===== src/rtl/simple_bus_pkg.sv =====
// Shared types and default widths for the simple_bus initiator slice.
package simple_bus_pkg;

  localparam int ADDR_W = 8;
  localparam int DATA_W = 8;

  typedef enum logic [1:0] {
    MODE_READ  = 2'b00,
    MODE_WRITE = 2'b01
  } mode_t;

  typedef enum logic [2:0] {
    IDLE     = 3'd0,
    REQ      = 3'd1,
    START    = 3'd2,
    WAIT_RDY = 3'd3,
    RESP     = 3'd4
  } init_state_t;

endpackage


===== src/rtl/simple_bus_init_timer.sv =====
// Wait-cycle counter for the initiator; flags expiry on the TIMEOUT_CYCLES-th enabled cycle.
module simple_bus_init_timer #(
  parameter int TIMEOUT_CYCLES = 16
) (
  input  logic clk,
  input  logic rst,
  input  logic clear,
  input  logic enable,
  output logic expired
);

  localparam int CNT_W = $clog2(TIMEOUT_CYCLES + 1);

  logic [CNT_W-1:0] count_r;
  logic [CNT_W-1:0] count_nxt_s;

  assign count_nxt_s = count_r + CNT_W'(1);
  // The cycle whose increment would reach the limit is the terminal one.
  assign expired     = enable && (count_nxt_s == CNT_W'(TIMEOUT_CYCLES));

  // Count enabled cycles, saturating at the limit; clear restarts a wait window.
  always_ff @(posedge clk) begin
    if (rst) begin
      count_r <= {CNT_W{1'b0}};
    end else if (clear) begin
      count_r <= {CNT_W{1'b0}};
    end else if (enable && (count_r != CNT_W'(TIMEOUT_CYCLES))) begin
      count_r <= count_nxt_s;
    end else begin
      count_r <= count_r;
    end
  end

endmodule


===== src/rtl/simple_bus_initiator.sv =====
// CPU-side simple_bus master: one command at a time, req -> gnt -> start -> rdy, then response.
// Optional wait timeout enabled by defining SIMPLE_BUS_INIT_TIMEOUT_EN.
module simple_bus_initiator #(
  parameter int ADDR_W         = simple_bus_pkg::ADDR_W,
  parameter int DATA_W         = simple_bus_pkg::DATA_W,
  parameter int TIMEOUT_CYCLES = 16
) (
  input  logic              clk,
  input  logic              rst,
  input  logic              cmd_valid,
  output logic              cmd_ready,
  input  logic [1:0]        cmd_mode,
  input  logic [ADDR_W-1:0] cmd_addr,
  input  logic [DATA_W-1:0] cmd_wdata,
  output logic              rsp_valid,
  input  logic              rsp_ready,
  output logic [DATA_W-1:0] rsp_rdata,
  output logic              rsp_err,
  output logic              bus_req,
  input  logic              bus_gnt,
  output logic              bus_start,
  output logic [1:0]        bus_mode,
  output logic [ADDR_W-1:0] bus_addr,
  output logic [DATA_W-1:0] bus_wdata,
  output logic              bus_data_oe,
  input  logic [DATA_W-1:0] bus_rdata,
  input  logic              bus_rdy
);

  import simple_bus_pkg::*;

  localparam logic [2:0] S_IDLE     = 3'(IDLE);
  localparam logic [2:0] S_REQ      = 3'(REQ);
  localparam logic [2:0] S_START    = 3'(START);
  localparam logic [2:0] S_WAIT_RDY = 3'(WAIT_RDY);
  localparam logic [2:0] S_RESP     = 3'(RESP);

  logic [2:0]        state_r;
  logic              cmd_ready_r;
  logic              rsp_valid_r;
  logic [DATA_W-1:0] rsp_rdata_r;
  logic              rsp_err_r;
  logic              bus_req_r;
  logic              bus_start_r;
  logic [1:0]        bus_mode_r;
  logic [ADDR_W-1:0] bus_addr_r;
  logic [DATA_W-1:0] bus_wdata_r;
  logic              bus_data_oe_r;
  logic              cmd_fire_s;
  logic              expired_s;

  assign cmd_fire_s = cmd_valid && cmd_ready_r;

`ifdef SIMPLE_BUS_INIT_TIMEOUT_EN
  logic timer_clear_s;
  logic timer_enable_s;

  // Restart the window on entry to REQ (command accepted) and to WAIT_RDY (leaving START).
  assign timer_clear_s  = ((state_r == S_IDLE) && cmd_fire_s) || (state_r == S_START);
  assign timer_enable_s = (state_r == S_REQ) || (state_r == S_WAIT_RDY);

  simple_bus_init_timer #(
    .TIMEOUT_CYCLES (TIMEOUT_CYCLES)
  ) u_timer (
    .clk     (clk),
    .rst     (rst),
    .clear   (timer_clear_s),
    .enable  (timer_enable_s),
    .expired (expired_s)
  );
`else
  logic [31:0] unused_timeout_s;

  assign unused_timeout_s = 32'(TIMEOUT_CYCLES);
  assign expired_s        = 1'b0;
`endif

  // Transaction FSM; every output is a register updated alongside the state.
  always_ff @(posedge clk) begin
    if (rst) begin
      state_r       <= S_IDLE;
      cmd_ready_r   <= 1'b1;
      rsp_valid_r   <= 1'b0;
      rsp_rdata_r   <= {DATA_W{1'b0}};
      rsp_err_r     <= 1'b0;
      bus_req_r     <= 1'b0;
      bus_start_r   <= 1'b0;
      bus_mode_r    <= 2'b00;
      bus_addr_r    <= {ADDR_W{1'b0}};
      bus_wdata_r   <= {DATA_W{1'b0}};
      bus_data_oe_r <= 1'b0;
    end else begin
      bus_start_r <= 1'b0;
      case (state_r)
        S_IDLE: begin
          if (cmd_fire_s) begin
            bus_mode_r  <= cmd_mode;
            bus_addr_r  <= cmd_addr;
            bus_wdata_r <= cmd_wdata;
            bus_req_r   <= 1'b1;
            cmd_ready_r <= 1'b0;
            state_r     <= S_REQ;
          end else begin
            cmd_ready_r <= 1'b1;
          end
        end
        S_REQ: begin
          // Grant beats a simultaneous terminal count.
          if (bus_gnt) begin
            bus_start_r   <= 1'b1;
            bus_data_oe_r <= (bus_mode_r == MODE_WRITE);
            state_r       <= S_START;
          end else if (expired_s) begin
            bus_req_r   <= 1'b0;
            rsp_valid_r <= 1'b1;
            rsp_err_r   <= 1'b1;
            rsp_rdata_r <= {DATA_W{1'b0}};
            state_r     <= S_RESP;
          end else begin
            state_r <= S_REQ;
          end
        end
        S_START: begin
          state_r <= S_WAIT_RDY;
        end
        S_WAIT_RDY: begin
          if (bus_rdy) begin
            bus_req_r     <= 1'b0;
            bus_data_oe_r <= 1'b0;
            rsp_valid_r   <= 1'b1;
            rsp_err_r     <= 1'b0;
            rsp_rdata_r   <= (bus_mode_r == MODE_READ) ? bus_rdata : {DATA_W{1'b0}};
            state_r       <= S_RESP;
          end else if (expired_s) begin
            bus_req_r     <= 1'b0;
            bus_data_oe_r <= 1'b0;
            rsp_valid_r   <= 1'b1;
            rsp_err_r     <= 1'b1;
            rsp_rdata_r   <= {DATA_W{1'b0}};
            state_r       <= S_RESP;
          end else begin
            state_r <= S_WAIT_RDY;
          end
        end
        S_RESP: begin
          if (rsp_ready) begin
            rsp_valid_r <= 1'b0;
            rsp_err_r   <= 1'b0;
            cmd_ready_r <= 1'b1;
            state_r     <= S_IDLE;
          end else begin
            state_r <= S_RESP;
          end
        end
        default: begin
          state_r       <= S_IDLE;
          cmd_ready_r   <= 1'b1;
          rsp_valid_r   <= 1'b0;
          rsp_err_r     <= 1'b0;
          bus_req_r     <= 1'b0;
          bus_data_oe_r <= 1'b0;
        end
      endcase
    end
  end

  assign cmd_ready   = cmd_ready_r;
  assign rsp_valid   = rsp_valid_r;
  assign rsp_rdata   = rsp_rdata_r;
  assign rsp_err     = rsp_err_r;
  assign bus_req     = bus_req_r;
  assign bus_start   = bus_start_r;
  assign bus_mode    = bus_mode_r;
  assign bus_addr    = bus_addr_r;
  assign bus_wdata   = bus_wdata_r;
  assign bus_data_oe = bus_data_oe_r;

endmodule


===== config.mk =====
export PLATFORM = sky130hd
export DESIGN_NAME = simple_bus_initiator
export DESIGN_NICKNAME = d
export VERILOG_FILES = /design/src/rtl/simple_bus_pkg.sv /design/src/rtl/simple_bus_init_timer.sv /design/src/rtl/simple_bus_initiator.sv
export SDC_FILE = /design/constraint.sdc
export NUM_CORES = 1
export LEC_CHECK = 0
export BUFFER_PORTS_ARGS = -buffer_cell sky130_fd_sc_hd__buf_2
export CORE_ASPECT_RATIO = 1.1
export CORE_MARGIN = 5
export CORE_UTILIZATION = 45
export DETAILED_ROUTE_END_ITERATION = 8
export GPL_ROUTABILITY_DRIVEN = 0
export GPL_TIMING_DRIVEN = 0
export PLACE_DENSITY = 0.76
export SETUP_SLACK_MARGIN = 0.3
export SYNTH_ARGS = -nofsm -noshare
export SYNTH_HDL_FRONTEND = slang
export SYNTH_SLANG_ARGS = --single-unit
export TNS_END_PERCENT = 50

===== constraint.sdc =====
create_clock -name clk -period 1.7 [get_ports clk]
set_clock_uncertainty 0.2 [all_clocks]
set_input_delay 0.34 -clock clk [delete_from_list [all_inputs] [get_ports clk]]
set_output_delay 0.34 -clock clk [all_outputs]
set_load 0.1 [all_outputs]

### Word-level counts from Yosys, hierarchy flattened

Cells that the tools add are included.

| word-level totals | value |
|---|---|
| output and inout bits | 32 |
| bits in registers | 35 |

| operators by class | value |
|---|---|
| muxes and demuxes | 19 |
| reductions and logical operators | 14 |
| bitwise operators | 5 |
| equality and inequality tests | 9 |

Operators by type and width:

| cell | number |
|---|---|
| $pmux W1 S3 | 5 |
| $pmux W3 S5 | 1 |
| $reduce_or A3 Y1 | 4 |
| $mux W3 | 3 |
| $reduce_and A3 Y1 | 3 |
| $mux W1 | 8 |
| $mux W8 | 1 |
| $ne A2 B2 Y1 const B | 4 |
| $eq A3 B2 Y1 const B | 2 |
| $reduce_and A2 Y1 | 3 |
| $not A1 Y1 | 5 |
| $eq A3 B1 Y1 const B | 1 |
| $eq A3 B3 Y1 const B | 1 |
| $logic_not A3 Y1 | 1 |
| $eq A2 B1 Y1 const B | 1 |
| $logic_not A2 Y1 | 1 |
| $mux W2 | 1 |
| $reduce_or A2 Y1 | 1 |
| $logic_and A1 B1 Y1 | 1 |

### Longest topological paths before layout

Gate-level depths: netlist (run 1).

| depth | value |
|---|---|
| word-level depth | 4 |
| depth in mapped cells | 5 |
| depth with buffers taken out | 3 |

### Worst setup path after synthesis (run 1)

OpenSTA, ideal clock, no wires.

| timing | value |
|---|---|
| path type | register to register |
| from | register cmd_ready_r (netlist: cmd_ready) |
| to | register bus_addr_r[0] (netlist: bus_addr[0]) |
| data arrival time | 1770 ps |
| clock period less this slack | 2042 ps |
| path buffers | 1 |
| stages on the path, launching flop included | 5 |
| path slack | -342 ps |
| data required time | 1428 ps |
| path through | dfxtp_1 -> nand2_1 -> nor4_1 -> buf_4 -> mux2i_1 |

| on the way | value |
|---|---|
| word-level cells in the longest chain between the ends | 2 |

Ends and longest elaborated chain:

| element | RTL line | text |
|---|---|---|
| start, declared | simple_bus_initiator.sv:39 | `logic cmd_ready_r;` |
| start signal, assigned | simple_bus_initiator.sv:82 | `cmd_ready_r <= 1'b1;` |
| start signal, assigned | simple_bus_initiator.sv:101 | `cmd_ready_r <= 1'b0;` |
| start signal, assigned | simple_bus_initiator.sv:104 | `cmd_ready_r <= 1'b1;` |
| $logic_and A1 B1 Y1 | simple_bus_initiator.sv:52 | `assign cmd_fire_s = cmd_valid && cmd_ready_r;` |
| $reduce_and A2 Y1 (no line) | - |  |
| end signal, assigned | simple_bus_initiator.sv:89 | `bus_addr_r <= {ADDR_W{1'b0}};` |
| end signal, assigned | simple_bus_initiator.sv:98 | `bus_addr_r <= cmd_addr;` |
| end, declared | simple_bus_initiator.sv:46 | `logic [ADDR_W-1:0] bus_addr_r;` |

No other way between the ends.
A chain may end at the register's enable or synchronous reset.

### Worst setup path after layout (run 1)

| timing | value |
|---|---|
| from | register state_r[1] |
| to | register bus_wdata_r[1] (netlist: bus_wdata[1]) |

| on the way | value |
|---|---|
| word-level cells in the longest chain between the ends | 2 |

Ends and longest elaborated chain:

| element | RTL line | text |
|---|---|---|
| start, declared | simple_bus_initiator.sv:38 | `logic [2:0] state_r;` |
| start signal, assigned | simple_bus_initiator.sv:81 | `state_r <= S_IDLE;` |
| start signal, assigned | simple_bus_initiator.sv:102 | `state_r <= S_REQ;` |
| start signal, assigned | simple_bus_initiator.sv:112 | `state_r <= S_START;` |
| $logic_not A3 Y1 | simple_bus_initiator.sv:94 | `case (state_r)` |
| $reduce_and A2 Y1 (no line) | - |  |
| end signal, assigned | simple_bus_initiator.sv:90 | `bus_wdata_r <= {DATA_W{1'b0}};` |
| end signal, assigned | simple_bus_initiator.sv:99 | `bus_wdata_r <= cmd_wdata;` |
| end, declared | simple_bus_initiator.sv:47 | `logic [DATA_W-1:0] bus_wdata_r;` |

No other way between the ends.

==> results.cfg, run 1 <==
[clock_tree]
cts_buffers = 5
clk_latency_ps = 340
cts_tree = done
clk_pin_slew_ps = 110
numClockSinks = 34
root_buffer = clkbuf_4
cts_hold_buf = 0
cts_max_level = 2
clockBufferDepth = 2

[die]
die_area_um2 = 4223
ios = 64
die_w_um = 62.42
initial_core_util_pct = 45.81
core_area_um2 = 2969
die_y_um = 67.66
fp-row-count = 21

[drt]
wl_um = 4467
antenna_left = 0
drtIter0Drc = 86
vias_per_cell = 5.267
first_pass_iters = 4
route.detailed.drc = 0
routedWlPerCell_um = 16.54
via_count = 1422

[yosys]
yosys_warnings = 0
synthDistinctLibCells = 25
synth_flop_cell = dfxtp_1
postSynth.asyncResetShare_pct = 0
synth_cells = 155
synth-seq-cells = 34
syn_avg_cell_area_um2 = 8.775
netlist_area_um2 = 1360
synth_edf_count = 0
synth.yosys.seq_area_share_pct = 50.05
syn_nets = 187

[timing]
worstMarginPinSlew_ps = 510.7
layout_min_cycle_time_ps = 1506
setup_slack_ps = 194.2
timing.hold.ws_ps = 26.85
max_slew_margin_pct = 65.96
fmax_mhz = 664.1
post-route-period-util_pct = 88.58
report.final.setup_viol = 0
rsz0062_at_grt = yes
setup_tns_ps = 0
hold_violations = 0
maxSlewViolCount = 0

[pwr]
leakage_nw = 1.047
powerDensity_nw_per_um2 = 927.8
peakVddDrop_v = 0.0008780
power_w = 0.002292

[setup_path]
cp.buffers_inverters = 3
slowest_delay_ps = 350
cp_top_family = buffers and inverters
crit_path_cell_trace = buf_6 -> nor4_4 -> buf_4 -> clkbuf_4 -> mux2i_1
cp-end-kind = flip-flop
crit_type = reg -> reg
cp-start-kind = flip-flop
cp.required_ps = 1770
crit_arrival_ps = 1580
crit_path_max_fanout = 5
cp_slowest_cell = dfxtp_2

[grt]
grt_max_degree = 11
grt_pass1_vias = 1438
grt_antenna_before_repair = 0
grt_remaining_overflow = 0
grt_pass1_wl_um = 6810
grt.total_usage_pct = 20.43

[final_layout]
drive_gt1_share_pct = 58.05
design_area_um2 = 2470
fillers = 182
diodes = 0
nNetsFinal = 267
syn_to_final_growth_pct = 81.60

[worst_hold_path]
hold_class = in -> reg

[placement]
port_buffers = 62
pre_cts_ws_ps = 173.6
dpl_cell_area_um2 = 1743
dp_hpwl_um = 2439

[status]
status = finished clean

[job]
cap_violations = 0
-- layout make-up --
| cell class | count | area [µm²] | share of cell area (%) |
|---|---|---|---|
| clock inverters | 1 | 5.005 | 0.2026 |
| multi-input cells | 107 | 664.4 | 26.90 |
| repair buffers | 73 | 865.8 | 35.06 |
| flip-flops and latches | 34 | 735.7 | 29.79 |
| inverters | 3 | 11.26 | 0.4559 |
| clock buffers | 7 | 55.05 | 2.229 |
| plain buffers | 11 | 90.09 | 3.647 |
| well taps | 34 | 42.54 | 1.722 |
-- report_power, final --
part           switching (W)  internal [W]
Sequential         0.0000665      0.000862
Combinational       0.000548      0.000347
Clock               0.000268      0.000200
-- through the flow --
stage	instances	utilization, %
4_1_cts	265	79.98
6_report	270	83.19
3_3_place_gp	251	58.70
5_1_grt	270	83.19
2_1_floorplan	155	-
3_5_place_dp	251	58.70
-- logic make-up (layout without fill, tap and decap cells) --
family | count (synthesis) | count (layout) | synth area share, %
simple gates | 67 | 67 | 21.16
mux | 19 | 19 | 14.08
compound gates | 20 | 20 | 9.200
other cells | 1 | 1 | 0.2757
flops | 34 | 34 | 50.05
buf+inv | 14 | 95 | 5.244
-- layout by cell type (no fill, tap or decap), drive strengths merged, types with 2 or more instances in the layout --
cell and instances:
a21oi 12, a32o 2, buf 81, clkbuf 10, dfxtp 34, inv 3, mux2i 18, nand2 48
nand3 8, nor2 5
-- timing repair --
item / 4_1_cts / 5_1_grt
gates resized for setup: 156 / 18
pin swaps: 2 / 5
setup buffers: 5 / 4
cloned: 1 / 1
setup endpoints to repair: 62 / 63
-- synth_stat cells (2+ instances only) --
cell,number,area share (%)
a21oi_1,12,4.4
a32o_1,2,1.5
buf_2,6,2.2
buf_4,3,1.7
clkbuf_1,2,0.55
dfxtp_1,34,50
inv_1,3,0.83
mux2i_1,18,13
nand2_1,48,13
nand3_1,8,2.9
nor2_1,5,1.4
-- worst reg2reg max path: stages (launching register included) --
cell and delay, ps:
dfxtp_2 350, buf_6 120, nor4_4 200, buf_4 190
clkbuf_4 200, mux2i_1 190
-- path summary, 6_finish.rpt --
check,from,endpoint,slack [ps],cells past startpoint
worst max-delay path,state_r[1]$_SDFFE_PP0P_,bus_wdata[1]$_SDFFE_PP0P_,190,5
worst min-delay path,cmd_addr[5],bus_addr[5]$_SDFFE_PP0P_,30,3
worst max register to register,state_r[1]$_SDFFE_PP0P_,bus_wdata[1]$_SDFFE_PP0P_,190,5
worst min register to register,rsp_rdata[0]$_SDFFE_PP0P_,rsp_rdata[0]$_SDFFE_PP0P_,280,2
-- state kept, by name (all words and copies together), names as in the netlist --
signal,flops
state_r,3
cmd_ready,1
bus_wdata,8
bus_data_oe,1
bus_addr,8
bus_start,1
bus_req,1
bus_mode,2
rsp_valid,1
rsp_rdata,8
-- metal layers --
| layer | global-route usage [%] | share of wire, % | vias up |
|---|---|---|---|
| met2 | 35.75 | 54 | 58 |
| li1 | - | - | 681 |
| met3 | 8.985 | 6.8 | 7 |
| met5 | 0 | 0 | - |
| met4 | 7.162 | 1.3 | 0 |
| met1 | 22.15 | 38 | 676 |
(Power assumes the default switching activity.)
==> inputs of run 2 (changes only) <==
--- a/config.mk
+++ b/config.mk
@@ -12,7 +12,7 @@
 export DETAILED_ROUTE_END_ITERATION = 8
 export GPL_ROUTABILITY_DRIVEN = 0
 export GPL_TIMING_DRIVEN = 0
-export PLACE_DENSITY = 0.76
+export PLACE_DENSITY = 0.82
 export SETUP_SLACK_MARGIN = 0.3
 export SYNTH_ARGS = -nofsm -noshare
 export SYNTH_HDL_FRONTEND = slang
==> constraint.sdc (replaced) <==
create_clock -name clk -period 1.4 [get_ports clk]
set_clock_uncertainty 0.2 [all_clocks]
set_input_delay 0.28 -clock clk [delete_from_list [all_inputs] [get_ports clk]]
set_output_delay 0.28 -clock clk [all_outputs]
set_load 0.1 [all_outputs]
==> run 2 against run 1 <==
The flow now finishes with violations (setup timing). Total power increased by 31%. Via count increased by 22%. Critical endpoint is now state_r[0]$_SDFFE_PP0P_. First-iteration DRC count increased by 80%. Highest routed layer unchanged. Sequential power increased by 22%. Die area unchanged. Critical path depth decreased by 1. Hold slack improved by 17 ps.
==> results.cfg, run 2 (same netlist as run 1, synthesis figures left out) <==
[placement]
dp_hpwl_um = 2578
port_buffers = 62

[status]
violations = setup timing
status = finished with violations

[timing]
fmax_mhz = 635.5
setup_tns_ps = -2609
rsz0062_at_grt = yes
report.final.setup_viol = 38
setup_slack_ps = -173.7
max_slew_margin_pct = 51.12
hold_violations = 0
timing.hold.ws_ps = 43.89
maxSlewViolCount = 0
worstMarginPinSlew_ps = 733.2
layout_min_cycle_time_ps = 1574
post-route-period-util_pct = 112.4

[clock_tree]
numClockSinks = 34
cts_max_level = 2
clockBufferDepth = 2
root_buffer = clkbuf_4
clk_latency_ps = 360
cts_tree = done
clk_pin_slew_ps = 110
cts_buffers = 5

[setup_path]
cp-start-kind = flip-flop
crit_arrival_ps = 1610
cp-end-kind = flip-flop
slowest_delay_ps = 390
cp_slowest_cell = dfxtp_2
r2r_cells = 4
timing.rr.start = state_r[1]$_SDFFE_PP0P_
crit_path_max_fanout = 6
reg2reg_to = state_r[0]$_SDFFE_PP0P_
crit_path_cell_trace = buf_6 -> buf_4 -> mux2_4 -> a221oi_1
reg2reg_slack_ps = -170
crit_type = reg -> reg
cp.required_ps = 1440

[drt]
via_count = 1739
first_pass_iters = 4
drtIter0Drc = 155
vias_per_cell = 5.797
routedWlPerCell_um = 24.68
wl_um = 7405
route.detailed.drc = 0
antenna_left = 0

[worst_hold_path]
holdPathStages = 3
worstHoldStart = rsp_ready
hold_end = state_r[2]$_SDFFE_PP0P_
hold_class = in -> reg

[final_layout]
diodes = 0
syn_to_final_growth_pct = 112.0
layout_commonest_cell = nand2_1
drive_gt1_share_pct = 58.65
nNetsFinal = 297
mostFrequentLayoutCells = 47 x nand2_1, 34 x buf_2, 32 x buf_12, 26 x dlygate4sd3_1, 24 x dfxtp_2

[die]
core_area_um2 = 2969
fp-row-count = 21
die_area_um2 = 4223
die_w_um = 62.42
die_y_um = 67.66
ios = 64
initial_core_util_pct = 45.81

[pwr]
powerDensity_nw_per_um2 = 1037
leakage_nw = 1.194
power_w = 0.002991
peakVddDrop_v = 0.001085

[grt]
grt.total_usage_pct = 26.42
grt_antenna_before_repair = 0
grt_remaining_overflow = 0
grt_pass1_vias = 1685
grt_pass1_wl_um = 8473
grt_max_degree = 11

[job]
cap_violations = 0
-- run 2: report_power, final --
part / leakage [nW] / internal [W] / switching (W) / total [W]
logic: 0.865 / 0.000501 / 0.000762 / 0.00126
registers: 0.295 / 0.00104 / 0.0000895 / 0.00113
clock network: 0.0353 / 0.000243 / 0.000352 / 0.000595
-- run 2: metrics by stage --
stage | area, µm² | cells | setup WS [ps] | util, %
floorplan | 1473 | 155 | -64.04 | -
global placement | 1826 | 251 | -73.04 | 61.48
detailed placement | 1826 | 251 | -97.35 | 61.48
CTS | 2694 | 290 | -57.42 | 90.73
global route | 2883 | 300 | -245.3 | 97.09
finish | 2883 | 300 | -173.7 | 97.09
-- run 2: what timing repair did --
item / CTS / global route
pin swaps: 7 / 8
gates cloned: 1 / 1
resized for setup: 149 / 31
setup buffers: 4 / 9
hold buffers: 26 / 0
endpoints found under the setup margin: 65 / 65
endpoints found under the hold margin: 26 / 0
-- run 2: per-layer routing --
layer / part of all wire (%) / global-route usage [%] / wire (µm)
met1: 31 / 23.93 / 2290
met2: 52 / 50.91 / 3853
met3: 8.8 / 10.32 / 654
met4: 8.2 / 14.06 / 606
met5: 0 / 0 / 0
-- run 2: area by class of cell --
| cell class | count | area (µm²) |
|---|---|---|
| plain buffers | 11 | 98.84 |
| flip-flops and latches | 34 | 748.2 |
| clock inverters | 1 | 5.005 |
| well taps | 34 | 42.54 |
| clock buffers | 7 | 55.05 |
| fillers | 47 | 86.33 |
| inverters | 3 | 11.26 |
| multi-input cells | 107 | 762.0 |
| repair buffers | 103 | 1160 |
-- run 2: worst max-delay path: cells and delay by family (launching register included) --
family	cells	cell delay, ps
compound gates	1	320
flops	1	390
buf+inv	2	240
mux	1	310
-- run 2: worst max-delay path by stage --
stage	endpoint	depth (start not counted)	slack, ps	from
floorplan	bus_mode[0]$_SDFFE_PP0P_	4	-60	cmd_ready$_SDFFE_PP1P_
global placement	cmd_ready$_SDFFE_PP1P_	4	-70	state_r[1]$_SDFFE_PP0P_
detailed placement	cmd_ready$_SDFFE_PP1P_	4	-100	state_r[1]$_SDFFE_PP0P_
CTS	cmd_ready$_SDFFE_PP1P_	4	-60	state_r[1]$_SDFFE_PP0P_
global route	state_r[0]$_SDFFE_PP0P_	4	-250	state_r[1]$_SDFFE_PP0P_
finish	state_r[0]$_SDFFE_PP0P_	4	-170	state_r[1]$_SDFFE_PP0P_
